<file path="config.mk">
export PLATFORM = sky130hd
export DESIGN_NAME = rom_dl_writer
export DESIGN_NICKNAME = d
export VERILOG_FILES = /design/src/rtl/rom_dl_writer.sv
export SDC_FILE = /design/constraint.sdc
export NUM_CORES = 1
export LEC_CHECK = 0
export CORE_MARGIN = 5
export CORE_UTILIZATION = 49
export DETAILED_ROUTE_END_ITERATION = 6
export PLACE_DENSITY = 0.74
export RECOVER_POWER = 50
export SYNTH_ARGS = -nofsm -noshare
export SYNTH_HDL_FRONTEND = slang
export SYNTH_SLANG_ARGS = --single-unit
</file>
<file path="constraint.sdc">
create_clock -name clk_i -period 2.88 [get_ports clk_i]
set_input_delay 0.288 -clock clk_i [delete_from_list [all_inputs] [get_ports clk_i]]
set_output_delay 0.288 -clock clk_i [all_outputs]
set_load 0.01 [all_outputs]
</file>
<file path="src/rtl/rom_dl_writer.sv">
// Queues ioctl download bytes in a 4-deep FIFO and replays them as toggle-handshake SDRAM writes.
// Push->req latency 1 clk, one write in flight; a push into a full FIFO is dropped and flags overflow.

module rom_dl_fifo #(
  parameter int W     = 33,
  parameter int DEPTH = 4
) (
  input  logic         clk_i,
  input  logic         res_n_i,
  input  logic         push,
  input  logic [W-1:0] push_dat,
  input  logic         pop,
  output logic [W-1:0] head_dat,
  output logic         empty,
  output logic         full
);
  localparam int AW = $clog2(DEPTH);
  localparam logic [AW:0] FULL_CNT = (AW+1)'(DEPTH);

  logic [W-1:0]  mem [DEPTH];
  logic [AW-1:0] wr_ptr;
  logic [AW-1:0] rd_ptr;
  logic [AW:0]   count;
  logic          push_ok;
  logic          pop_ok;

  assign empty    = (count == '0);
  assign full     = (count == FULL_CNT);
  assign pop_ok   = pop & ~empty;
  // a full FIFO still accepts a push when the head leaves on the same edge
  assign push_ok  = push & (~full | pop_ok);
  assign head_dat = mem[rd_ptr];

  always_ff @(posedge clk_i) begin
    if (push_ok) mem[wr_ptr] <= push_dat;
  end

  always_ff @(posedge clk_i or negedge res_n_i) begin
    if (!res_n_i) begin
      wr_ptr <= '0;
      rd_ptr <= '0;
      count  <= '0;
    end else begin
      if (push_ok) wr_ptr <= wr_ptr + 1'b1;
      if (pop_ok)  rd_ptr <= rd_ptr + 1'b1;
      case ({push_ok, pop_ok})
        2'b10:   count <= count + 1'b1;
        2'b01:   count <= count - 1'b1;
        default: count <= count;
      endcase
    end
  end
endmodule

module rom_dl_writer #(
  parameter logic [24:0] SP_BASE  = 25'h12000,
  parameter logic [15:0] RST_HOLD = 16'hFFFF
) (
  input  logic        clk_i,
  input  logic        res_n_i,
  input  logic        ioctl_downl,
  input  logic        ioctl_wr,
  input  logic [24:0] ioctl_addr,
  input  logic [7:0]  ioctl_dout,
  input  logic        soft_rst,
  output logic        port1_req,
  input  logic        port1_ack,
  output logic [22:0] port1_a,
  output logic [1:0]  port1_ds,
  output logic [15:0] port1_d,
  output logic        port1_we,
  output logic        port2_req,
  input  logic        port2_ack,
  output logic [22:0] port2_a,
  output logic [1:0]  port2_ds,
  output logic [15:0] port2_d,
  output logic        port2_we,
  output logic        dl_busy,
  output logic        rom_loaded,
  output logic        core_reset,
  output logic        overflow
);
  typedef enum logic {IDLE, WAIT_ACK} state_t;

  state_t      state;
  logic        p2_issued;
  logic        wr_q;
  logic        downl_q;
  logic [15:0] cnt;

  logic        push;
  logic        pop;
  logic        drop;
  logic        fifo_empty;
  logic        fifo_full;
  logic [32:0] head;
  logic [24:0] head_addr;
  logic [7:0]  head_data;
  logic        is_sprite;
  logic [23:0] sp;
  logic        ack_done;
  logic        busy_cond;

  assign push      = ioctl_downl & ioctl_wr & ~wr_q;
  assign pop       = (state == IDLE) & ~fifo_empty;
  assign drop      = push & fifo_full & ~pop;
  assign head_addr = head[32:8];
  assign head_data = head[7:0];
  assign is_sprite = (head_addr >= SP_BASE);
  // only bits 23:0 of the sprite offset feed the port, so the borrow into bit 24 is irrelevant
  assign sp        = head_addr[23:0] - SP_BASE[23:0];
  assign ack_done  = (port1_ack == port1_req) & (~p2_issued | (port2_ack == port2_req));
  assign busy_cond = ioctl_downl | ~fifo_empty | (state == WAIT_ACK);

  assign port1_we = dl_busy;
  assign port2_we = dl_busy;

  rom_dl_fifo #(.W(33), .DEPTH(4)) u_fifo (
    .clk_i    (clk_i),
    .res_n_i  (res_n_i),
    .push     (push),
    .push_dat ({ioctl_addr, ioctl_dout}),
    .pop      (pop),
    .head_dat (head),
    .empty    (fifo_empty),
    .full     (fifo_full)
  );

  always_ff @(posedge clk_i or negedge res_n_i) begin
    if (!res_n_i) begin
      state     <= IDLE;
      p2_issued <= 1'b0;
      port1_req <= 1'b0;
      port1_a   <= '0;
      port1_ds  <= '0;
      port1_d   <= '0;
      port2_req <= 1'b0;
      port2_a   <= '0;
      port2_ds  <= '0;
      port2_d   <= '0;
    end else begin
      case (state)
        IDLE: begin
          if (!fifo_empty) begin
            port1_a   <= head_addr[23:1];
            port1_ds  <= {head_addr[0], ~head_addr[0]};
            port1_d   <= {head_data, head_data};
            port1_req <= ~port1_req;
            p2_issued <= is_sprite;
            if (is_sprite) begin
              port2_a   <= {sp[23:16], sp[13:0], sp[15]};
              port2_ds  <= {sp[14], ~sp[14]};
              port2_d   <= {head_data, head_data};
              port2_req <= ~port2_req;
            end
            state <= WAIT_ACK;
          end
        end
        WAIT_ACK: begin
          if (ack_done) state <= IDLE;
        end
        default: state <= IDLE;
      endcase
    end
  end

  always_ff @(posedge clk_i or negedge res_n_i) begin
    if (!res_n_i) begin
      wr_q       <= 1'b0;
      downl_q    <= 1'b0;
      overflow   <= 1'b0;
      dl_busy    <= 1'b0;
      rom_loaded <= 1'b0;
      cnt        <= RST_HOLD;
      core_reset <= 1'b1;
    end else begin
      wr_q    <= ioctl_wr;
      downl_q <= ioctl_downl;
      dl_busy <= busy_cond;
      if (drop)                            overflow <= 1'b1;
      else if (ioctl_downl && !downl_q)    overflow <= 1'b0;
      if (dl_busy && !busy_cond)           rom_loaded <= 1'b1;
      if (soft_rst || !rom_loaded)         cnt <= RST_HOLD;
      else if (cnt != 16'd0)               cnt <= cnt - 16'd1;
      // cnt==1 gives the second, delayed one-cycle reset pulse after release
      core_reset <= soft_rst | ~rom_loaded | dl_busy | (cnt == 16'd1);
    end
  end
endmodule
</file>
==> flow_metrics.py <==
metrics = {
    "worst_setup_path": {
        "required_ns": 3.27,
        "crit_type": "reg2reg",
        "slowest_delay_ns": 0.64,
        "worstPathCellList": "buf_12 > mux4_1 > nor4_1 > and4_1 > o41ai_4 > buf_6 > clkbuf_16 > mux2_4",
        "critPathMaxFanout": 12,
        "cp_slowest_cell": "mux4_1",
        "cp-start-kind": "flip-flop",
        "cp-end-kind": "flip-flop",
        "arrival_ns": 3.29,
        "reg2reg_depth": 8,
    },
    "synth": {
        "muxShareOfSynthArea": 0.164,
        "synth_fp_nets": 578,
        "synth_edf_count": 132,
        "yosysSeqAreaShare": 0.687,
        "ys_ff_latch": 231,
        "synth_top_family_by_area": "multiplexers",
        "synthTopCellsByArea": "edfxtp_1 (42%), dfrtp_1 (22%), mux4_2 (6.7%)",
        "synthArstFlopShare": 0.429,
        "yosys.area.top_type": "edfxtp_1",
        "synthesis.area_mm2": 0.00940,
        "yosys.area_share.simple": 0.0519,
        "synthCells": 527,
        "avgSynthCellArea_um2": 17.8,
        "synth-xor-area-share": 0.0261,
        "synth_fa_ha_area_frac": 0.0154,
        "ys_types": 51,
        "yosysTopAreaCellShare": 0.422,
        "ys_warn_count": 0,
        "synth-main-ff-cell": "edfxtp_1",
        "synth_compound_area_frac": 0.0205,
    },
    "timing": {
        "setup_violations": 11,
        "hold_ws_ns": 0.384,
        "worstMarginPinSlew_ns": 1.70,
        "finalCritPeriodShare": 1.01,
        "slew_headroom": -0.133,
        "fin_crit_ns": 2.90,
        "fmax_mhz": 345,
        "hold_viol": 0,
        "setup_slack_ns": -0.0168,
        "finClkSkew_ns": 0.0187,
        "slew_viol_final": 66,
    },
    "drt": {
        "drc": 0,
        "viasPerCell": 5.52,
        "first_iter_violations": 295,
        "postRouteAntennaNets": 0,
        "vias": 5153,
        "firstDrtPassIters": 4,
        "wirelength_um": 19600,
        "routedWlPerCell_um": 21.0,
    },
    "die": {
        "die_x_um": 149,
        "ios": 130,
        "start_util": 0.501,
        "design.die.area_mm2": 0.0221,
        "core_region_area_mm2": 0.0188,
        "die_h_um": 149,
        "rows": 50,
    },
    "pwr": {
        "p_leak_nw": 4.45,
        "power_per_cell_area_mw_per_mm2": 1070,
        "finalPower_w": 0.0129,
        "ir_drop_mv": 0.570,
    },
    "clock_tree": {
        "cts_root_buf": "clkbuf_16",
        "numClockSinks": 231,
        "tritoncts": "yes",
        "cts_max_level": 1,
        "clockBufferDepth": 3,
        "cts_buffers": 24,
        "clock_latency_ns": 0.51,
        "cts.clk_slew.worst_paths_ns": 0.06,
    },
    "placed_design": {
        "io_buffers": 129,
        "gp_congestion": 0.799,
        "dpl_cell_area_mm2": 0.0110,
        "placedCellCount": 876,
        "dp_hpwl_um": 12900,
    },
    "finish": {
        "final_cells": 934,
        "final_nets": 732,
        "area.growth.synth_to_final_pct": 27.4,
        "fin_area_mm2": 0.0120,
        "drive_gt1_frac": 0.280,
    },
    "global_routing": {
        "grt-ovfl-total": 0,
        "grt_pass1_wl_um": 30900,
        "antenna_found_initial": 1,
        "grt_max_degree": 66,
        "grt_usage": 0.178,
        "grt_pass1_vias": 5520,
    },
    "worst_hold_path": {
        "holdPathStages": 1,
        "hold_class": "in2reg",
    },
    "status": {
        "violations": "capacitance limit, slew limit, setup timing",
        "status": "finished with violations",
    },
    "run": {
        "maxCapViolations": 1,
    },
}
flip-flops by register name, indices dropped and copies added, names as in the netlist:
signal         count
port1_a           23
rom_loaded         1
wr_q               1
overflow           1
port2_req          1
port2_ds           2
port1_ds           2
p2_issued          1
core_reset         1
cnt               16
port1_d            8
state              1
port2_d            8
u_fifo.count       3
port2_a           23
u_fifo.mem       132
downl_q            1
u_fifo.wr_ptr      2
u_fifo.rd_ptr      2
dl_busy            1
port1_req          1
synth_stat cells (all sizes together), types with 2 or more instances:
| library cell | n |
|---|---|
| nand3 | 9 |
| edfxtp | 132 |
| a31oi | 2 |
| nor2 | 9 |
| o31ai | 3 |
| mux4 | 33 |
| xor2 | 11 |
| ha | 10 |
| dfrtp | 82 |
| nor3 | 9 |
| nand2b | 3 |
| nand3b | 4 |
| buf | 31 |
| or3 | 6 |
| or4 | 4 |
| nor4b | 2 |
| and2 | 5 |
| clkbuf | 6 |
| nand2 | 19 |
| mux2 | 62 |
| nor4 | 5 |
| dfstp | 17 |
| inv | 15 |
| or2 | 2 |
| o211ai | 4 |
| nand4 | 2 |
| nor2b | 2 |
| xnor2 | 17 |
| o21ai | 13 |
power breakdown:
group | leakage (nW) | total [W] | switching (W) | internal (W)
Combinational | 1.71 | 0.00494 | 0.00212 | 0.00282
Sequential | 2.33 | 0.00476 | 0.000518 | 0.00424
Clock | 0.406 | 0.00316 | 0.00125 | 0.00192
Total | 4.45 | 0.0129 | 0.00389 | 0.00897
kinds of logic (layout without fill, tap and decap cells):
group | after synthesis | in the layout
buf+inv | 52 | 224
xor+xnor | 28 | 28
simple gates | 83 | 83
flops | 231 | 231
mux | 96 | 96
compound gates | 26 | 26
fa+ha+maj | 11 | 11
other cells | 0 | 1
final cells by class:
| cell class | instances | area, µm² |
|---|---|---|
| Tap cell | 234 | 293 |
| Antenna cell | 1 | 2.50 |
| Multi-Input combinational cell | 244 | 2650 |
| Inverter | 15 | 56.3 |
| Clock inverter | 14 | 159 |
| Clock buffer | 30 | 664 |
| Sequential cell | 231 | 6460 |
| Timing Repair Buffer | 165 | 1680 |
| Fill cell | 1289 | 6790 |
through the flow:
stage               utilization  TNS, ns  setup slack [ns]
floorplan                     -        0           0.00384
global placement          0.584   -0.932           -0.0487
detailed placement        0.584    -2.23           -0.0937
CTS                       0.629        0           0.00441
global route              0.638    -4.47            -0.171
finish                    0.638  -0.0937           -0.0168
critical path: cells and delay by family, from the launching register on:
kind                   cells  cell delay (ns)
AND/OR/NAND/NOR            2             0.74
flip-flops                 1             0.46
AO/OA/AOI/OAI              1             0.08
buffers and inverters      3             0.55
multiplexers               2             0.94
layout by cell type (no fill, tap or decap), drive strengths merged, types with 10 or more instances in the layout:
| cell type | count |
|---|---|
| edfxtp | 132 |
| clkdlybuf4s50 | 63 |
| o21ai | 13 |
| xor2 | 11 |
| dlygate4sd3 | 66 |
| mux4 | 33 |
| mux2 | 62 |
| nand2 | 19 |
| dfstp | 17 |
| dfrtp | 82 |
| buf | 32 |
| ha | 10 |
| xnor2 | 17 |
| inv | 17 |
| clkbuf | 34 |
final timing paths:
path                                  start    endpoint  slack [ns]
max                        u_fifo.rd_ptr[0]  port2_a[4]       -0.02
min                                ioctl_wr        wr_q        0.38
max reg2reg                u_fifo.rd_ptr[0]  port2_a[4]       -0.02
min reg2reg                      rom_loaded  rom_loaded        0.48
max in group asynchronous           res_n_i      cnt[9]        0.84
min in group asynchronous           res_n_i        wr_q        0.76
timing repair:
| action | 4_1_cts | 5_1_grt |
|---|---|---|
| endpoints found under the setup margin | 31 | 31 |
| cloned | 0 | 2 |
| gates resized for setup | 2 | 15 |
| hold buffers | 1 | 0 |
| hold endpoints to repair | 49 | 0 |
| pin swaps | 0 | 3 |
| setup buffers | 0 | 10 |
layer usage:
layer	share of wire	routed length, µm	track usage
met1	0.41	8050	0.241
met2	0.52	10200	0.304
met3	0.052	1020	0.0314
met4	0.017	334	0.0402
met5	0	0	0
No activity file was read; power rests on OpenSTA's default activity.
